[config.mk]
export PLATFORM = sky130hd
export DESIGN_NAME = sha3_1600to64
export DESIGN_NICKNAME = d
export VERILOG_FILES = /design/src/rtl/sha3_pkg.sv /design/src/rtl/sha3_1600to64.sv
export SDC_FILE = /design/constraint.sdc
export NUM_CORES = 2
export LEC_CHECK = 0
export ABC_CLOCK_PERIOD_IN_PS = 67500
export CAP_MARGIN = 10
export CORE_AREA = 5 5 653 655
export CTS_CLUSTER_DIAMETER = 120
export DETAILED_ROUTE_END_ITERATION = 6
export DIE_AREA = 0 0 658 660
export GPL_TIMING_DRIVEN = 0
export SLEW_MARGIN = 20
export SYNTH_ARGS = -nofsm -noshare
export SYNTH_HDL_FRONTEND = slang
export SYNTH_SLANG_ARGS = --single-unit
[constraint.sdc]
create_clock -name clk -period 67.5 [get_ports clk]
set_input_delay 20.25 -clock clk [delete_from_list [all_inputs] [get_ports clk]]
set_output_delay 20.25 -clock clk [all_outputs]
set_load 0.03 [all_outputs]
[src/rtl/sha3_pkg.sv]
// Shared SHA3/SHAKE definitions: mode encoding, state width and the per-mode
// word-count table used by both the absorb packer and the squeeze serializer.
package sha3_pkg;

  localparam logic [2:0] SHAKE128 = 3'd0;
  localparam logic [2:0] SHAKE256 = 3'd1;
  localparam logic [2:0] SHA3_512 = 3'd2;
  localparam logic [2:0] SHA3_384 = 3'd3;
  localparam logic [2:0] SHA3_256 = 3'd4;
  localparam logic [2:0] SHA3_224 = 3'd5;

  localparam int SHA3_B   = 1600;
  // Widest rate (SHAKE128, 21 words); every other mode's output fits inside it.
  localparam int SQZ_BITS = 1344;

  typedef enum logic [1:0] {
    ST_IDLE,
    ST_OUT,
    ST_WAIT
  } sqz_state_e;

  function automatic logic is_shake(input logic [2:0] mode);
    return (mode == SHAKE128) || (mode == SHAKE256);
  endfunction

  function automatic logic [4:0] rate_words(input logic [2:0] mode);
    case (mode)
      SHAKE128: return 5'd21;
      SHAKE256: return 5'd17;
      SHA3_512: return 5'd9;
      SHA3_384: return 5'd13;
      SHA3_224: return 5'd18;
      default:  return 5'd17;
    endcase
  endfunction

  function automatic logic [4:0] digest_words(input logic [2:0] mode);
    case (mode)
      SHAKE128: return 5'd0;
      SHAKE256: return 5'd0;
      SHA3_512: return 5'd8;
      SHA3_384: return 5'd6;
      default:  return 5'd4;
    endcase
  endfunction

endpackage

[src/rtl/sha3_1600to64.sv]
// Squeeze-side serializer: emits the rate/digest part of a permuted Keccak
// state as 64-bit words and asks for further permutations on long SHAKE output.
module sha3_1600to64
  import sha3_pkg::*;
(
  input  logic          clk,
  input  logic          reset,
  input  logic [2:0]    mode_sel_i,
  input  logic [15:0]   out_words_i,
  input  logic [0:1599] state_i,
  input  logic          state_valid_i,
  output logic [0:63]   dout64,
  output logic          dout_valid_o,
  input  logic          dout_ready_i,
  output logic          squeeze_req_o,
  output logic          done_o,
  output logic          busy_o
);

  sqz_state_e            state_q, state_d;
  logic [2:0]            mode_q;
  logic [15:0]           remaining_q;
  logic [4:0]            blk_cnt_q;
  logic [0:SQZ_BITS-1]   sreg_q;

  logic                  start, reload, handshake, done_d, sqz_d;
  logic [15:0]           init_rem;
  logic                  state_unused;

  // The capacity part of the state never leaves the core.
  assign state_unused = ^state_i[SQZ_BITS:SHA3_B-1];

  assign init_rem  = is_shake(mode_sel_i) ? out_words_i : {11'd0, digest_words(mode_sel_i)};
  assign handshake = dout_valid_o & dout_ready_i;

  always_ff @(posedge clk or posedge reset) begin
    if (reset) state_q <= ST_IDLE;
    else       state_q <= state_d;
  end

  always_comb begin
    state_d = state_q;
    start   = 1'b0;
    reload  = 1'b0;
    done_d  = 1'b0;
    sqz_d   = 1'b0;
    case (state_q)
      ST_IDLE: begin
        if (state_valid_i) begin
          start = 1'b1;
          if (init_rem == 16'd0) done_d = 1'b1;
          else                   state_d = ST_OUT;
        end
      end
      ST_OUT: begin
        if (handshake) begin
          if (remaining_q == 16'd1) begin
            done_d  = 1'b1;
            state_d = ST_IDLE;
          end else if (blk_cnt_q + 5'd1 == rate_words(mode_q)) begin
            sqz_d   = 1'b1;
            state_d = ST_WAIT;
          end
        end
      end
      ST_WAIT: begin
        if (state_valid_i) begin
          reload  = 1'b1;
          state_d = ST_OUT;
        end
      end
      default: state_d = ST_IDLE;
    endcase
  end

  always_ff @(posedge clk or posedge reset) begin
    if (reset) begin
      mode_q        <= SHAKE128;
      remaining_q   <= '0;
      blk_cnt_q     <= '0;
      sreg_q        <= '0;
      done_o        <= 1'b0;
      squeeze_req_o <= 1'b0;
    end else begin
      done_o        <= done_d;
      squeeze_req_o <= sqz_d;
      if (start) begin
        mode_q      <= mode_sel_i;
        remaining_q <= init_rem;
        blk_cnt_q   <= '0;
        sreg_q      <= state_i[0:SQZ_BITS-1];
      end else if (reload) begin
        blk_cnt_q   <= '0;
        sreg_q      <= state_i[0:SQZ_BITS-1];
      end else if (handshake) begin
        remaining_q <= remaining_q - 16'd1;
        blk_cnt_q   <= blk_cnt_q + 5'd1;
        sreg_q      <= {sreg_q[64:SQZ_BITS-1], 64'd0};
      end
    end
  end

  // Outputs decode straight from registers so a reset drops them at once.
  always_comb begin
    dout64 = '0;
    if (state_q == ST_OUT) begin
      dout64 = sreg_q[0:63];
      if (mode_q == SHA3_224 && remaining_q == 16'd1) dout64[32:63] = '0;
    end
  end

  assign dout_valid_o = (state_q == ST_OUT);
  assign busy_o       = (state_q != ST_IDLE);

endmodule

* Word level (Yosys, flattened, before mapping)
Index checks and enable logic that the tools add are counted.
** Word-level totals
- Register bits :: 1372
- Word-level logic and storage cells :: 74
** Cells by class
- $add $sub $neg :: 2
- Equal/unequal tests :: 16
- Mux-type cells :: 36
- Bitwise logic cells :: 1
- Reductions and logical operators :: 12
** Operator list (number)
- 2-to-1 mux 1344 bit :: 3
- 2-to-1 mux 16 bit :: 4
- 2-to-1 mux 64 bit :: 1
- 2-to-1 mux 32 bit :: 1
- 2-to-1 mux 5 bit :: 6
- one-hot mux 5 bit (4 select lines) :: 1
- == test 16 x 1 -> 1 bit (second input constant) :: 1
- zero test 16 bit :: 1
- subtractor 16 x 1 -> 16 bit (second input constant) :: 1
- == test 3 x 2 -> 1 bit (second input constant) :: 4
- 2-to-1 mux 2 bit :: 6
- one-hot mux 4 bit (3 select lines) :: 1
- 2-to-1 mux 1 bit :: 11
- inequality test 2 bit (second input constant) :: 4
- zero test 3 bit :: 2
- one-hot mux 2 bit (3 select lines) :: 1
- adder 5 x 1 -> 5 bit (second input constant) :: 1
- == test 5 bit :: 1
- AND reduction 5 bit :: 1
- nonzero test 2 bit :: 2
- == test 3 x 1 -> 1 bit (second input constant) :: 1
- == test 3 bit (second input constant) :: 1
- inequality test 3 x 1 -> 1 bit (second input constant) :: 1
- nonzero test 3 bit :: 1
- other kinds (10) :: 10

* Logic depth before layout (Yosys ltp)
- Depth after elaboration :: 10
- Depth in mapped cells :: 9

* Worst setup path before layout
Ideal clock, no wire load.
- Path type :: reg-to-output
- Start :: register remaining_q[6]
- End :: output port dout64[32] in the netlist's numbering
- Arrival time :: 1633 ps
- Data required time :: 47250 ps
- Setup slack :: 45617 ps
- Cell stages (with the launch flop) :: 6
- Path buffers :: 1
- Cells stage by stage :: dfrtp_1 > nor4_1 > nand2_1 > o31a_1 > clkbuf_1 > and2_1
** On the way
- Longest elaborated chain between the ends :: 4
** RTL lines
- start: declaration :: line sha3_1600to64.sv:22 : logic [15:0] remaining_q;
- start signal: assignment :: line sha3_1600to64.sv:89 : remaining_q <= init_rem;
- start signal: assignment :: line sha3_1600to64.sv:96 : remaining_q <= remaining_q - 16'd1;
- == test 16 x 1 -> 1 bit :: line sha3_1600to64.sv:108 : if (mode_q == SHA3_224 && remaining_q == 16'd1) dout64[32:63] = '0;
- logical AND 1 bit :: line sha3_1600to64.sv:108
- 2-to-1 mux 32 bit :: line sha3_1600to64.sv:108
- 2-to-1 mux 64 bit :: line sha3_1600to64.sv:106 : if (state_q == ST_OUT) begin
- end: declaration :: line sha3_1600to64.sv:12 : output logic [0:63] dout64,
No other way between the ends.

* Worst setup path after layout
- Start :: register remaining_q[0]
- End :: output port dout64[34] in the netlist's numbering
Same word-level chain as after synthesis.

==> results.cfg <==
[route]
drc_errors = 0
first_iter_violations = 6126
dr_wl_met3_microns = 29060
routed_wirelength_microns = 419000
wl_per_cell_microns = 28.24
detailroute.wirelength.met2_microns = 204900
num_vias = 63839
vias_per_cell = 4.302
detail_route.wirelength.met1_microns = 164300
firstDrtPassIters = 6
drtAntennaViolNets = 0
routed.top_layer = met5

[synthesis]
post_synth.cell_area_avg_sq_um = 8.230
synth-seq-cells = 1372
syn_nets = 9080
synth-edff-count = 0
syn-cell-area_sq_um = 61350
synth.distinct_cells = 50
fraction_of_synthesized_cell_area_taken_by_the_top_area_cell_type = 0.5596
syn-instance-count = 7454
most_instantiated_flip_flop_cell_in_the_synthesis_netlist = sky130_fd_sc_hd__dfrtp_1
synth_seq_area_share = 0.5596
synth_async_sr_flop_share = 1.000
synth.top_cells.by_area = sky130_fd_sc_hd__dfrtp_1 (56%), sky130_fd_sc_hd__nand2_1 (16%), sky130_fd_sc_hd__a31oi_1 (13%)
yosys_warnings = 0
synthDominantAreaCellType = sky130_fd_sc_hd__dfrtp_1

[placement]
port_bufs = 1433
dp_cells = 14425
finalWeightedCongestion = 0.9784
place_area_sq_um = 83090
hpwlAfterDp_microns = 354100

[finish]
regArea_sq_um = 34330
area_delta_synth_final_pct = 45.32
fin_cells = 14840
nFillCells = 46722
stdcell_area_sq_um = 89150
design.final.nets = 10706
fraction_of_final_layout_cells_sized_beyond_drive_strength_1 = 0.06293
multi_input_comb_area_sq_um = 24390

[die]
die-width_microns = 658
design.portCount = 1691
initial_core_util = 0.1463
std_cell_rows = 238
die-height_microns = 660
placeableCoreArea_sq_um = 419300
dieArea_sq_um = 434300

[critical_path]
timing.critical_path.to_type = output pin
crit_family = buffers and inverters
critical_path_buf_inv_count = 2
cp_cell_sequence = ha_1, nor4b_1, nand2_1, o31a_1, clkbuf_1, and2_1, clkdlybuf4s50_1
regToRegSetupSlack_ps = 63570
timing.critical_path.required_ps = 47250
slowest_delay_ps = 900
critPathMaxFanout = 10
start_kind = flop
cp_data_arrival_time_ps = 4300
worst_path_max_delay_cell = sky130_fd_sc_hd__o31a_1
worst-setup-path-type = flop to output pin

[timing]
slew_violations = 0
setup_tns_ps = 0
grt_setup_unrepaired = no
hold_viol = 0
timing.slew.headroom = 0.2198
setup_viol = 0
max_freq_mhz = 40.73
post-route-min-period_ps = 24550
worst_pin_slew_ps = 1170
clock-skew-final_ps = 58.59
final_worst_path_cycle_share = 0.3638

[clock_network]
clk_pin_slew_ps = 60
clock_tree.buffer_depth = 4
clock_tree_from_tritoncts = done
clock_sink_count = 1372
clkLatencyLatePin_ps = 880
hold_buffers = 0
post_cts.resized_instances = 0
htreeDepth = 4
postCtsSetupRepairBufs = 0
number_of_buffers_added_by_the_clock_tree_synthesis_step = 173
cts_root_buffer = sky130_fd_sc_hd__clkbuf_16

[global_routing]
antenna_violations_before_repair = 167
global_route.usage.total = 0.1841
grt_pass1_vias = 63459
global_route_wire_length_before_repair_microns = 549100
overflow = 0
grt_start_max_net_pins = 103

[outcome]
run_status = finished clean

[power_and_ir_drop]
pwrdens_nw_per_um2 = 41.46
ir_worst_vdd_mv = 0.02765
p_leak_nw = 36.11

[job]
drv_cap = 0

[worst_hold_path]
hold_path_class = flop to flop
-- power by group --
group / leakage [nW] / internal, mW / total (mW) / switching (mW)
sequential: 14.3 / 1.15 / 1.44 / 0.285
clock: 2.85 / 0.561 / 0.963 / 0.402
combinational: 18.9 / 0.435 / 1.30 / 0.860
total: 36.1 / 2.15 / 3.70 / 1.55
-- sequential cells by signal, indices dropped and copies added, names as in the netlist --
register / flops
blk_cnt_q: 5
squeeze_req_o: 1
state_q: 2
mode_q: 3
sreg_q: 1344
remaining_q: 16
done_o: 1
-- cell type report --
| type | count | share of cell area |
|---|---|---|
| antenna | 103 | 0.002891 |
| buffer | 596 | 0.02921 |
| clock buffer | 255 | 0.05754 |
| clock inverter | 57 | 0.007467 |
| inverter | 9 | 0.0004632 |
| multi-input combinational | 5477 | 0.2735 |
| sequential | 1372 | 0.3851 |
| tap | 5520 | 0.07747 |
| timing repair buffer | 1451 | 0.1663 |
-- cells in the mapped netlist, types with 3 or more instances --
| cell | number |
|---|---|
| sky130_fd_sc_hd__mux2i_1 | 3 |
| sky130_fd_sc_hd__nor3_1 | 6 |
| sky130_fd_sc_hd__a31oi_1 | 1269 |
| sky130_fd_sc_hd__xnor2_1 | 6 |
| sky130_fd_sc_hd__xor2_1 | 4 |
| sky130_fd_sc_hd__a21oi_1 | 15 |
| sky130_fd_sc_hd__nand2_1 | 2645 |
| sky130_fd_sc_hd__o21ai_0 | 65 |
| sky130_fd_sc_hd__buf_4 | 9 |
| sky130_fd_sc_hd__nor2_1 | 1306 |
| sky130_fd_sc_hd__nand3b_1 | 3 |
| sky130_fd_sc_hd__inv_1 | 9 |
| sky130_fd_sc_hd__nor2b_1 | 4 |
| sky130_fd_sc_hd__nor4_1 | 5 |
| sky130_fd_sc_hd__dfrtp_1 | 1372 |
| sky130_fd_sc_hd__buf_1 | 41 |
| sky130_fd_sc_hd__o22ai_1 | 11 |
| sky130_fd_sc_hd__buf_2 | 259 |
| sky130_fd_sc_hd__and2_1 | 65 |
| sky130_fd_sc_hd__nand3_1 | 27 |
| sky130_fd_sc_hd__clkbuf_1 | 287 |
| sky130_fd_sc_hd__a211oi_1 | 3 |
| sky130_fd_sc_hd__ha_1 | 3 |
-- layer usage --
metal,up-vias,global-route usage
met1,31788,0.2210
li1,28266,-
met5,-,0
met2,3085,0.3174
met4,46,0.08184
met3,654,0.03693
-- tightest hold or removal path: stages (launching register included) --
cell,delay (ps)
sky130_fd_sc_hd__dfrtp_1,340
sky130_fd_sc_hd__nand3_1,70
sky130_fd_sc_hd__nand2_1,60
-- layout by cell type (no fill, tap or decap), types with 16 or more instances in the layout --
cell                              netlist  routed
sky130_fd_sc_hd__nand2_1             2645    2645
sky130_fd_sc_hd__clkdlybuf4s50_1        0    1433
sky130_fd_sc_hd__dfrtp_1             1372    1372
sky130_fd_sc_hd__nor2_1              1306    1306
sky130_fd_sc_hd__a31oi_1             1269    1269
sky130_fd_sc_hd__clkbuf_1             287     315
sky130_fd_sc_hd__buf_2                259     259
sky130_fd_sc_hd__clkbuf_16              0     175
sky130_fd_sc_hd__diode_2                0     103
sky130_fd_sc_hd__and2_1                65      65
sky130_fd_sc_hd__o21ai_0               65      65
sky130_fd_sc_hd__clkbuf_8               0      45
sky130_fd_sc_hd__buf_1                 41      41
sky130_fd_sc_hd__nand3_1               27      27
sky130_fd_sc_hd__clkinv_2               0      22
sky130_fd_sc_hd__buf_16                 0      16
-- through the flow --
stage | util | power [mW] | setup slack, ps | hold slack, ps
CTS | 0.2120 | 3.733 | 42650 | 507.2
floorplan | - | 2.006 | 8567 | 457.8
detailed placement | 0.1982 | 2.759 | 42540 | 489.4
global route | 0.2123 | 3.879 | 42630 | 530.8
finish | 0.2126 | 3.696 | 42950 | 506.3
global placement | 0.1970 | 2.746 | -11330 | 483.9
-- worst paths after layout --
path	from	end	cells after the start
max reg2reg	state_q[0]	sreg_q[261]	7
max	remaining_q[0]	dout64[34]	7
min reg2reg	sreg_q[1324]	sreg_q[1324]	2
min in group asynchronous	reset	sreg_q[1339]	2
max in group asynchronous	reset	sreg_q[830]	8
min	sreg_q[1324]	sreg_q[1324]	2
-- logic make-up after synthesis --
kind of cell | synth area share
mux | 0.0004895
buf+inv | 0.04285
compound gates | 0.1400
fa+ha+maj | 0.0006119
simple gates | 0.2549
xor+xnor | 0.001428
flops | 0.5596
Note: power is estimated with default switching activity, not from simulation.
